<file path="config.mk">
export PLATFORM = sky130hd
export DESIGN_NAME = axis_wfrm_gain_fifo_flat
export DESIGN_NICKNAME = d
export VERILOG_FILES = /design/src/rtl/axis_wfrm_gain_fifo_if.sv /design/src/rtl/axis_wfrm_gain_fifo.sv /design/src/flat_wrapper.sv
export SDC_FILE = /design/constraint.sdc
export NUM_CORES = 1
export LEC_CHECK = 0
export CAP_MARGIN = 20
export CORE_ASPECT_RATIO = 1.5
export CORE_MARGIN = 2
export CORE_UTILIZATION = 40
export CTS_CLUSTER_DIAMETER = 80
export DETAILED_ROUTE_END_ITERATION = 12
export PLACE_DENSITY_LB_ADDON = 0.2
export SYNTH_ARGS = -nofsm -noshare
export SYNTH_HDL_FRONTEND = slang
export SYNTH_SLANG_ARGS = --single-unit
export TNS_END_PERCENT = 100
</file>
<file path="constraint.sdc">
create_clock -name aclk -period 8.55 [get_ports aclk]
set_clock_uncertainty 0.1 [all_clocks]
set_input_delay 0.855 -clock aclk [delete_from_list [all_inputs] [get_ports aclk]]
set_output_delay 0.855 -clock aclk [all_outputs]
set_load 0.05 [all_outputs]
</file>
<file path="src/rtl/axis_wfrm_gain_fifo_if.sv">
// AXI-Stream waveform bus: tdata/tlast with valid/ready handshake.
// master drives payload and valid, slave drives ready.
interface axis_wfrm_gain_fifo_if #(
  parameter int W = 16
) ();
  logic [W-1:0] tdata;
  logic         tvalid;
  logic         tlast;
  logic         tready;

  modport master (
    output tdata,
    output tvalid,
    output tlast,
    input  tready
  );

  modport slave (
    input  tdata,
    input  tvalid,
    input  tlast,
    output tready
  );
endinterface

</file>
<file path="src/rtl/axis_wfrm_gain_fifo.sv">
// Waveform output stage: signed gain/offset with saturation into a
// primed FIFO feeding the DAC stream, with frame and underrun counters.
module axis_wfrm_gain_fifo #(
  parameter int AXIS_TDATA_WIDTH = 16,
  parameter int GAIN_WIDTH       = 16,
  parameter int FIFO_ADDR_WIDTH  = 4
) (
  input  logic aclk,
  input  logic aresetn,
  input  logic [GAIN_WIDTH+AXIS_TDATA_WIDTH-1:0] cfg_data,
  output logic        underrun,
  output logic [31:0] sts_data,
  axis_wfrm_gain_fifo_if.slave  s_axis,
  axis_wfrm_gain_fifo_if.master m_axis
);

  localparam int W     = AXIS_TDATA_WIDTH;
  localparam int G     = GAIN_WIDTH;
  localparam int P     = W + G;
  localparam int A     = FIFO_ADDR_WIDTH;
  localparam int DEPTH = 1 << A;

  localparam logic [A+1:0] DEPTH_V = (A+2)'(DEPTH);
  localparam logic [A:0]   HALF_V  = (A+1)'(DEPTH / 2);

  typedef enum logic {
    PRIME,
    RUN
  } state_t;

  state_t state, state_n;

  logic signed [G-1:0] gain;
  logic signed [W-1:0] offset;
  logic                in_fire;

  logic                v1;
  logic                l1;
  logic signed [P-1:0] prod1;
  logic signed [W-1:0] off1;

  logic signed [P-1:0] shifted;
  logic        [P:0]   sum;
  logic        [W-1:0] sat;

  logic                v2;
  logic                l2;
  logic        [W-1:0] d2;

  logic [W:0]   mem [DEPTH];
  logic [A-1:0] wr_ptr;
  logic [A-1:0] rd_ptr;
  logic [A:0]   count;
  logic [A+1:0] occ;
  logic [W:0]   head;
  logic         empty;
  logic         wr;
  logic         rd;

  logic         last_seen;
  logic         last_out;
  logic         leave_prime;
  logic         und_n;
  logic [15:0]  frame_cnt;
  logic [15:0]  underrun_cnt;

  assign gain    = cfg_data[G-1:0];
  assign offset  = cfg_data[P-1:G];
  assign in_fire = s_axis.tvalid & s_axis.tready;

  assign occ = (A+2)'(count) + (A+2)'(v1) + (A+2)'(v2);
  assign s_axis.tready = aresetn & (occ < DEPTH_V);

  // S1: full-precision product, cfg captured with the beat
  always_ff @(posedge aclk) begin
    if (!aresetn) begin
      v1    <= 1'b0;
      l1    <= 1'b0;
      prod1 <= '0;
      off1  <= '0;
    end else begin
      v1 <= in_fire;
      if (in_fire) begin
        l1    <= s_axis.tlast;
        prod1 <= $signed(s_axis.tdata) * gain;
        off1  <= offset;
      end
    end
  end

  assign shifted = prod1 >>> (G - 2);
  assign sum = {shifted[P-1], shifted}
             + {{(P+1-W){off1[W-1]}}, off1};

  // Fits only when every bit above the output sign matches it
  always_comb begin
    sat = sum[W-1:0];
    if (!(&sum[P:W-1]) && (|sum[P:W-1])) begin
      if (sum[P]) sat = {1'b1, {(W-1){1'b0}}};
      else        sat = {1'b0, {(W-1){1'b1}}};
    end
  end

  always_ff @(posedge aclk) begin
    if (!aresetn) begin
      v2 <= 1'b0;
      l2 <= 1'b0;
      d2 <= '0;
    end else begin
      v2 <= v1;
      if (v1) begin
        l2 <= l1;
        d2 <= sat;
      end
    end
  end

  assign wr    = v2;
  assign empty = (count == '0);
  assign head  = mem[rd_ptr];
  assign rd    = m_axis.tvalid & m_axis.tready;

  always_ff @(posedge aclk) begin
    if (wr) mem[wr_ptr] <= {l2, d2};
  end

  always_ff @(posedge aclk) begin
    if (!aresetn) begin
      wr_ptr <= '0;
      rd_ptr <= '0;
      count  <= '0;
    end else begin
      if (wr) wr_ptr <= wr_ptr + 1'b1;
      if (rd) rd_ptr <= rd_ptr + 1'b1;
      unique case ({wr, rd})
        2'b10:   count <= count + 1'b1;
        2'b01:   count <= count - 1'b1;
        default: count <= count;
      endcase
    end
  end

  assign m_axis.tvalid = (state == RUN) & ~empty;
  assign m_axis.tdata  = empty ? '0 : head[W-1:0];
  assign m_axis.tlast  = empty ? 1'b0 : head[W];

  always_ff @(posedge aclk) begin
    if (!aresetn) state <= PRIME;
    else          state <= state_n;
  end

  always_comb begin
    state_n     = state;
    leave_prime = 1'b0;
    und_n       = 1'b0;
    unique case (state)
      PRIME: begin
        if (count >= HALF_V || last_seen) begin
          state_n     = RUN;
          leave_prime = 1'b1;
        end
      end
      RUN: begin
        if (empty) begin
          if (last_out) begin
            state_n = PRIME;
          end else if (m_axis.tready) begin
            state_n = PRIME;
            und_n   = 1'b1;
          end
        end
      end
      default: state_n = PRIME;
    endcase
  end

  always_ff @(posedge aclk) begin
    if (!aresetn) begin
      last_seen <= 1'b0;
      last_out  <= 1'b0;
    end else begin
      if (leave_prime)   last_seen <= 1'b0;
      else if (wr && l2) last_seen <= 1'b1;
      if (rd) last_out <= head[W];
    end
  end

  always_ff @(posedge aclk) begin
    if (!aresetn) begin
      underrun     <= 1'b0;
      underrun_cnt <= '0;
      frame_cnt    <= '0;
    end else begin
      underrun <= und_n;
      if (und_n && underrun_cnt != 16'hFFFF)
        underrun_cnt <= underrun_cnt + 1'b1;
      if (rd && head[W] && frame_cnt != 16'hFFFF)
        frame_cnt <= frame_cnt + 1'b1;
    end
  end

  assign sts_data = {frame_cnt, underrun_cnt};

endmodule

</file>
<file path="src/flat_wrapper.sv">
// flat-port wrapper written by rule: the top's interface ports become plain ports
module axis_wfrm_gain_fifo_flat 
#(
  parameter int AXIS_TDATA_WIDTH = 16,
  parameter int GAIN_WIDTH       = 16,
  parameter int FIFO_ADDR_WIDTH  = 4
)
  (aclk, aresetn, cfg_data, underrun, sts_data, s_axis_tdata, s_axis_tvalid, s_axis_tlast, s_axis_tready, m_axis_tdata, m_axis_tvalid, m_axis_tlast, m_axis_tready);
  axis_wfrm_gain_fifo_if #(.W(16)) s_axis_i ();
  axis_wfrm_gain_fifo_if #(.W(16)) m_axis_i ();
  input  logic aclk;
  input  logic aresetn;
  input  logic [GAIN_WIDTH+AXIS_TDATA_WIDTH-1:0] cfg_data;
  output logic underrun;
  output logic [31:0] sts_data;
  input wire logic [$bits(s_axis_i.tdata)-1:0] s_axis_tdata;
  input wire logic [$bits(s_axis_i.tvalid)-1:0] s_axis_tvalid;
  input wire logic [$bits(s_axis_i.tlast)-1:0] s_axis_tlast;
  output wire logic [$bits(s_axis_i.tready)-1:0] s_axis_tready;
  output wire logic [$bits(m_axis_i.tdata)-1:0] m_axis_tdata;
  output wire logic [$bits(m_axis_i.tvalid)-1:0] m_axis_tvalid;
  output wire logic [$bits(m_axis_i.tlast)-1:0] m_axis_tlast;
  input wire logic [$bits(m_axis_i.tready)-1:0] m_axis_tready;
  assign s_axis_i.tdata = s_axis_tdata;
  assign s_axis_i.tvalid = s_axis_tvalid;
  assign s_axis_i.tlast = s_axis_tlast;
  assign s_axis_tready = s_axis_i.tready;
  assign m_axis_tdata = m_axis_i.tdata;
  assign m_axis_tvalid = m_axis_i.tvalid;
  assign m_axis_tlast = m_axis_i.tlast;
  assign m_axis_i.tready = m_axis_tready;
  axis_wfrm_gain_fifo #(.AXIS_TDATA_WIDTH(AXIS_TDATA_WIDTH), .GAIN_WIDTH(GAIN_WIDTH), .FIFO_ADDR_WIDTH(FIFO_ADDR_WIDTH)) u_core (.aclk(aclk), .aresetn(aresetn), .cfg_data(cfg_data), .underrun(underrun), .sts_data(sts_data), .s_axis(s_axis_i), .m_axis(m_axis_i));
endmodule
</file>
* Word level (Yosys, flattened, before mapping)
Memories as Yosys holds them, arrays and structs flattened. A register that Yosys moved wholly into a read port is not among the register bits.
Index checks and enable logic that the tools add are counted.
W data, S select, Z words.
** Storage, ports and cells
- Output and inout port bits :: 52
- Memories :: 1
- Memory bits (writable) :: 272
- Word-level logic and storage cells :: 71
- Bits in registers :: 117
** Cells by class
- Mux-type cells :: 19
- Eq/ne operators :: 4
- Multiply operators :: 1
- Bitwise operators :: 7
- Magnitude comparators :: 2
- Add/subtract/negate cells :: 9
- Reductions and logical operators :: 12
** Memory list
- u_core.mem :: depth 16, bits a word 17, rd ports 1, clocked after memory_dff 1, wr ports 1, line axis_wfrm_gain_fifo.sv:50 : logic [W:0] mem [DEPTH];
** Operators by type and width (count)
- $mux W16 :: 3
- $add A16 B1 Y16 const B :: 2
- $mul A16 B16 Y32 :: 1
- $ne A16 B16 Y1 const B :: 2
- $add A18 B16 Y19 :: 1
- $reduce_and A18 Y1 :: 1
- $reduce_or A18 Y1 :: 1
- $mux W1 :: 12
- $pmux W5 S2 :: 1
- $add A4 B1 Y4 const B :: 2
- $mux W4 :: 2
- $add A5 B1 Y6 :: 1
- $add A6 B1 Y6 :: 1
- $lt A6 B5 Y1 const B :: 1
- $add A5 B1 Y5 const B :: 1
- $ge A5 B4 Y1 const B :: 1
- $logic_and A1 B1 Y1 :: 5
- $logic_not A5 Y1 :: 1
- $sub A5 B1 Y5 const B :: 1
- $and A1 B1 Y1 :: 4
- $not A1 Y1 :: 3
- $eq A2 B1 Y1 const B :: 1
- $eq A2 B2 Y1 const B :: 1
- $pmux W1 S2 :: 1
- other kinds (4) :: 4

* Logic depth before layout (Yosys ltp)
- Word-level depth :: 6
- Mapped depth :: 22
- Depth with buffers taken out :: 20

* Least setup slack after synthesis
No wires, ideal clock.
- Path kind :: input to register
- Start :: in s_axis_tdata[15]
- End :: reg u_core.prod1[31]
- Library setup time :: 122 ps
- Cell stages on the path :: 19
- Arrival time :: 6376 ps
- Path slack :: 1952 ps
- Cells stage by stage :: clkbuf_1 nand2_1 inv_1 fa_1 fa_1 fa_1 fa_1 fa_1 inv_1 fa_1 inv_1 ha_1 a21oi_1 o211ai_1 a211oi_1 a2111oi_2 o41ai_2 mux2i_1 a311o_1
** On the way
- Cells in the longest elaborated chain, start to end :: 1
** RTL lines
- from (decl) :: line flat_wrapper.sv:16 : input wire logic [$bits(s_axis_i.tdata)-1:0] s_axis_tdata;
- $mul A16 B16 Y32 :: line axis_wfrm_gain_fifo.sv:85 : prod1 <= $signed(s_axis.tdata) * gain;
- to (signal assigned) :: line axis_wfrm_gain_fifo.sv:85
- to (decl) :: line axis_wfrm_gain_fifo.sv:39 : logic signed [P-1:0] prod1;
Every way passes these cells.
A chain may end at the register's enable or synchronous reset.

* Worst setup path after layout
- Start :: in cfg_data[7]
- End :: reg u_core.prod1[31]
** On the way
- Cells in the longest elaborated chain, start to end :: 1
** RTL lines
- from (decl) :: line flat_wrapper.sv:13 : input logic [GAIN_WIDTH+AXIS_TDATA_WIDTH-1:0] cfg_data;
- $mul A16 B16 Y32 :: line axis_wfrm_gain_fifo.sv:85
Every way passes these cells.

==> flow_summary.ini <==
[yosys]
synth-async-reset-ratio_pct = 0
synthTopCellsByArea = edfxtp_1 32%, fa_1 21%, dfxtp_1 8.5%
synthCells = 2087
synth_compound_gate_area_share_pct = 5.34
synth_flop_cell = edfxtp_1
synth_edf_count = 272
synthXorXnorAreaFrac_pct = 2.49
yosysTopAreaCellShare_pct = 32.3
yosys_warnings = 0
synth_fa_ha_area_share_pct = 26.2
synth_top_family_by_area = adder cells
synthMuxAreaShare_pct = 7.81
synth.yosys.seq_area_share_pct = 40.8
yosys.area.top_type = edfxtp_1
avgSynthCellArea_um2 = 12.1
syn_nets = 2512
ys_types = 74
netlist_area_um2 = 25300
synth_seq_cells = 379
yosys.area_share.simple_pct = 11.4

[timing]
period_minus_slack_ns = 7.30
tightest_slew_ns = 1.04
rsz0062_at_grt = no
max_freq_mhz = 137
relSlewSlack_pct = 30.4
finalSetupTns_ns = 0
setup_viol = 0
period_share_pct = 85.3
final_hold_viol_count = 0
final_max_slew_viol_count = 0

[clock_tree]
cts-hold-fix-buffers = 0
cts_buffer_depth = 3
tritoncts = yes
cts.sinks = 379
cts_resized = 0
cts.clk_slew.worst_paths_ns = 0.06
worstSkewPairLatency_ns = 0.53
clockRootBuffer = clkbuf_16
cts_buffers = 39
cts_setup_buffers = 0
cts_htree_levels = 2

[die]
rows = 112
start_util_pct = 40.5
die_y_um = 312
core_area_um2 = 62400
ioPinCount = 105
die_area_um2 = 65300
die_w_um = 209

[routing]
wl_per_cell_um = 19.9
drt_iter0_drc = 799
ant_nets = 0
drt-pass1-iter-count = 6
routed_wl_um = 59700
via_per_inst = 5.20
drc = 0
vias = 15651

[global_route]
overflow = 0
grt_pass1_vias = 17235
grt_max_degree = 78
antenna_found_initial = 1
grt_pass1_wl_um = 95500
grt_util_all_layers_pct = 18.8

[placement]
numPortBuffers = 104
dp.final_hpwl_um = 43500
gp_congestion = 0.857

[pwr]
power_density_nw_per_um2 = 367
total_power_w = 0.0104
ir_drop_mv = 0.380
p_leak_nw = 11.2

[finish]
drive_gt1_share_pct = 8.92
finalNetCount = 2603
post-route-util_pct = 45.6
area_growth_pct = 12.5
n_fill_cell = 5687

[job]
maxCapViolCount = 0

[critical_path]
cp.arrival_ns = 7.62
start_kind = input port
crit_type = input port to register
critPathCaptureType = register
critPathMaxFanout = 16
cp_data_required_time_ns = 8.87

[worst_hold_path]
hp-class = register to register

[run_status]
status = completed
-- worst max-delay path, cell delays in order --
cell	delay, ns
clkdlybuf4s50_1	1.07
nand2_1	0.18
fa_1	0.58
inv_1	0.06
fa_1	0.48
fa_1	0.60
fa_1	0.45
fa_1	0.50
inv_1	0.05
fa_1	0.48
inv_1	0.05
ha_1	0.41
o211ai_1	0.16
nor2_1	0.25
a21oi_1	0.14
a2111oi_2	0.65
o41ai_2	0.18
mux2i_1	0.15
a311o_1	0.32
-- cells by family (layout without fill, tap and decap cells) --
group	after synthesis	count (layout)
AND/OR/NAND/NOR	588	588
adder cells (fa/ha/maj)	372	372
buffers and inverters	389	510
multiplexers	91	91
AO/OA/AOI/OAI	197	197
flip-flops	379	379
XOR/XNOR	71	71
other	0	1
-- layout by cell type, fill, tap and decap left out, types with 7 or more instances in the layout --
| cell | n |
|---|---|
| nand2_1 | 196 |
| and2_1 | 142 |
| clkinv_1 | 12 |
| clkbuf_16 | 39 |
| and3_1 | 10 |
| o21a_1 | 7 |
| nor3_1 | 19 |
| dfxtp_1 | 105 |
| a211oi_1 | 12 |
| nand4_1 | 15 |
| a21oi_1 | 71 |
| xnor2_1 | 33 |
| and4_1 | 7 |
| a311oi_1 | 13 |
| inv_1 | 303 |
| fa_1 | 263 |
| mux4_2 | 85 |
| buf_4 | 30 |
| nand3_1 | 33 |
| or3_1 | 9 |
| ha_1 | 109 |
| nand2b_1 | 7 |
| clkdlybuf4s50_1 | 104 |
| nor2b_1 | 22 |
| a21o_1 | 10 |
| o21ai_0 | 23 |
| xor2_1 | 37 |
| o211ai_1 | 12 |
| nor2_1 | 112 |
| edfxtp_1 | 272 |
-- through the flow --
stage	hold slack (ns)	setup WS, ns	area [µm²]	std cells
global placement	0.349	0.736	27200	2933
detailed placement	0.352	0.665	27200	2933
finish	0.357	1.25	28500	3007
global route	0.376	0.907	28500	3007
CTS	0.363	1.23	28400	3004
floorplan	0.333	1.95	25300	2087
-- power by group --
group	switching [W]	leakage, nW	internal, W	total (W)
clock network	0.000706	0.608	0.000941	0.00165
registers	0.000122	3.36	0.00214	0.00226
logic	0.00376	7.19	0.00276	0.00652
total	0.00459	11.2	0.00584	0.0104
-- worst paths after layout --
| path | startpoint | end | slack [ns] | cells after the start |
|---|---|---|---|---|
| max | cfg_data[7] | u_core.prod1[31] | 1.25 | 19 |
| max reg2reg | u_core.off1[0] | u_core.d2[1] | 5.51 | 10 |
| min | u_core.prod1[17] | u_core.prod1[17] | 0.36 | 2 |
| min reg2reg | u_core.prod1[17] | u_core.prod1[17] | 0.36 | 2 |
-- synth_stat cells (all sizes together), types with 23 or more instances --
cell	number
edfxtp	272
xor2	37
buf	23
nand2	197
inv	303
nor2	113
dfxtp	107
ha	109
a21oi	72
nand3	33
clkbuf	62
fa	263
and2	142
o21ai	25
mux4	85
xnor2	34
-- area by class of cell --
cell class | instances | area (µm²) | share of cell area, %
diodes | 1 | 2.50 | 0.00879
clock buffers | 43 | 1000 | 3.52
clock inverters | 28 | 240 | 0.844
inverters | 304 | 1140 | 4.01
multi-input cells | 1319 | 13500 | 47.3
flip-flops and latches | 379 | 10300 | 36.2
well taps | 798 | 998 | 3.51
repair buffers | 135 | 1290 | 4.55
-- sequential cells by signal, summed over array words and instances, names as in the netlist, named ones only --
| name | count |
|---|---|
| u_core.mem | 272 |
| u_core.prod1 | 18 |
| u_core.d2 | 16 |
| u_core.frame_cnt | 16 |
| u_core.off1 | 16 |
| u_core.underrun_cnt | 16 |
| u_core.count | 5 |
| u_core.rd_ptr | 4 |
| u_core.wr_ptr | 4 |
| u_core.l1 | 1 |
| u_core.l2 | 1 |
| u_core.last_out | 1 |
| u_core.last_seen | 1 |
| u_core.state | 1 |
| u_core.underrun | 1 |
| u_core.v1 | 1 |
| u_core.v2 | 1 |
-- routing by layer --
layer	global-route usage [%]	routed length, µm
met4	5.54	1610
met1	21.8	23200
met3	1.77	1940
met5	0	0
met2	36.4	32900
Note: power is estimated with default switching activity, not from simulation.
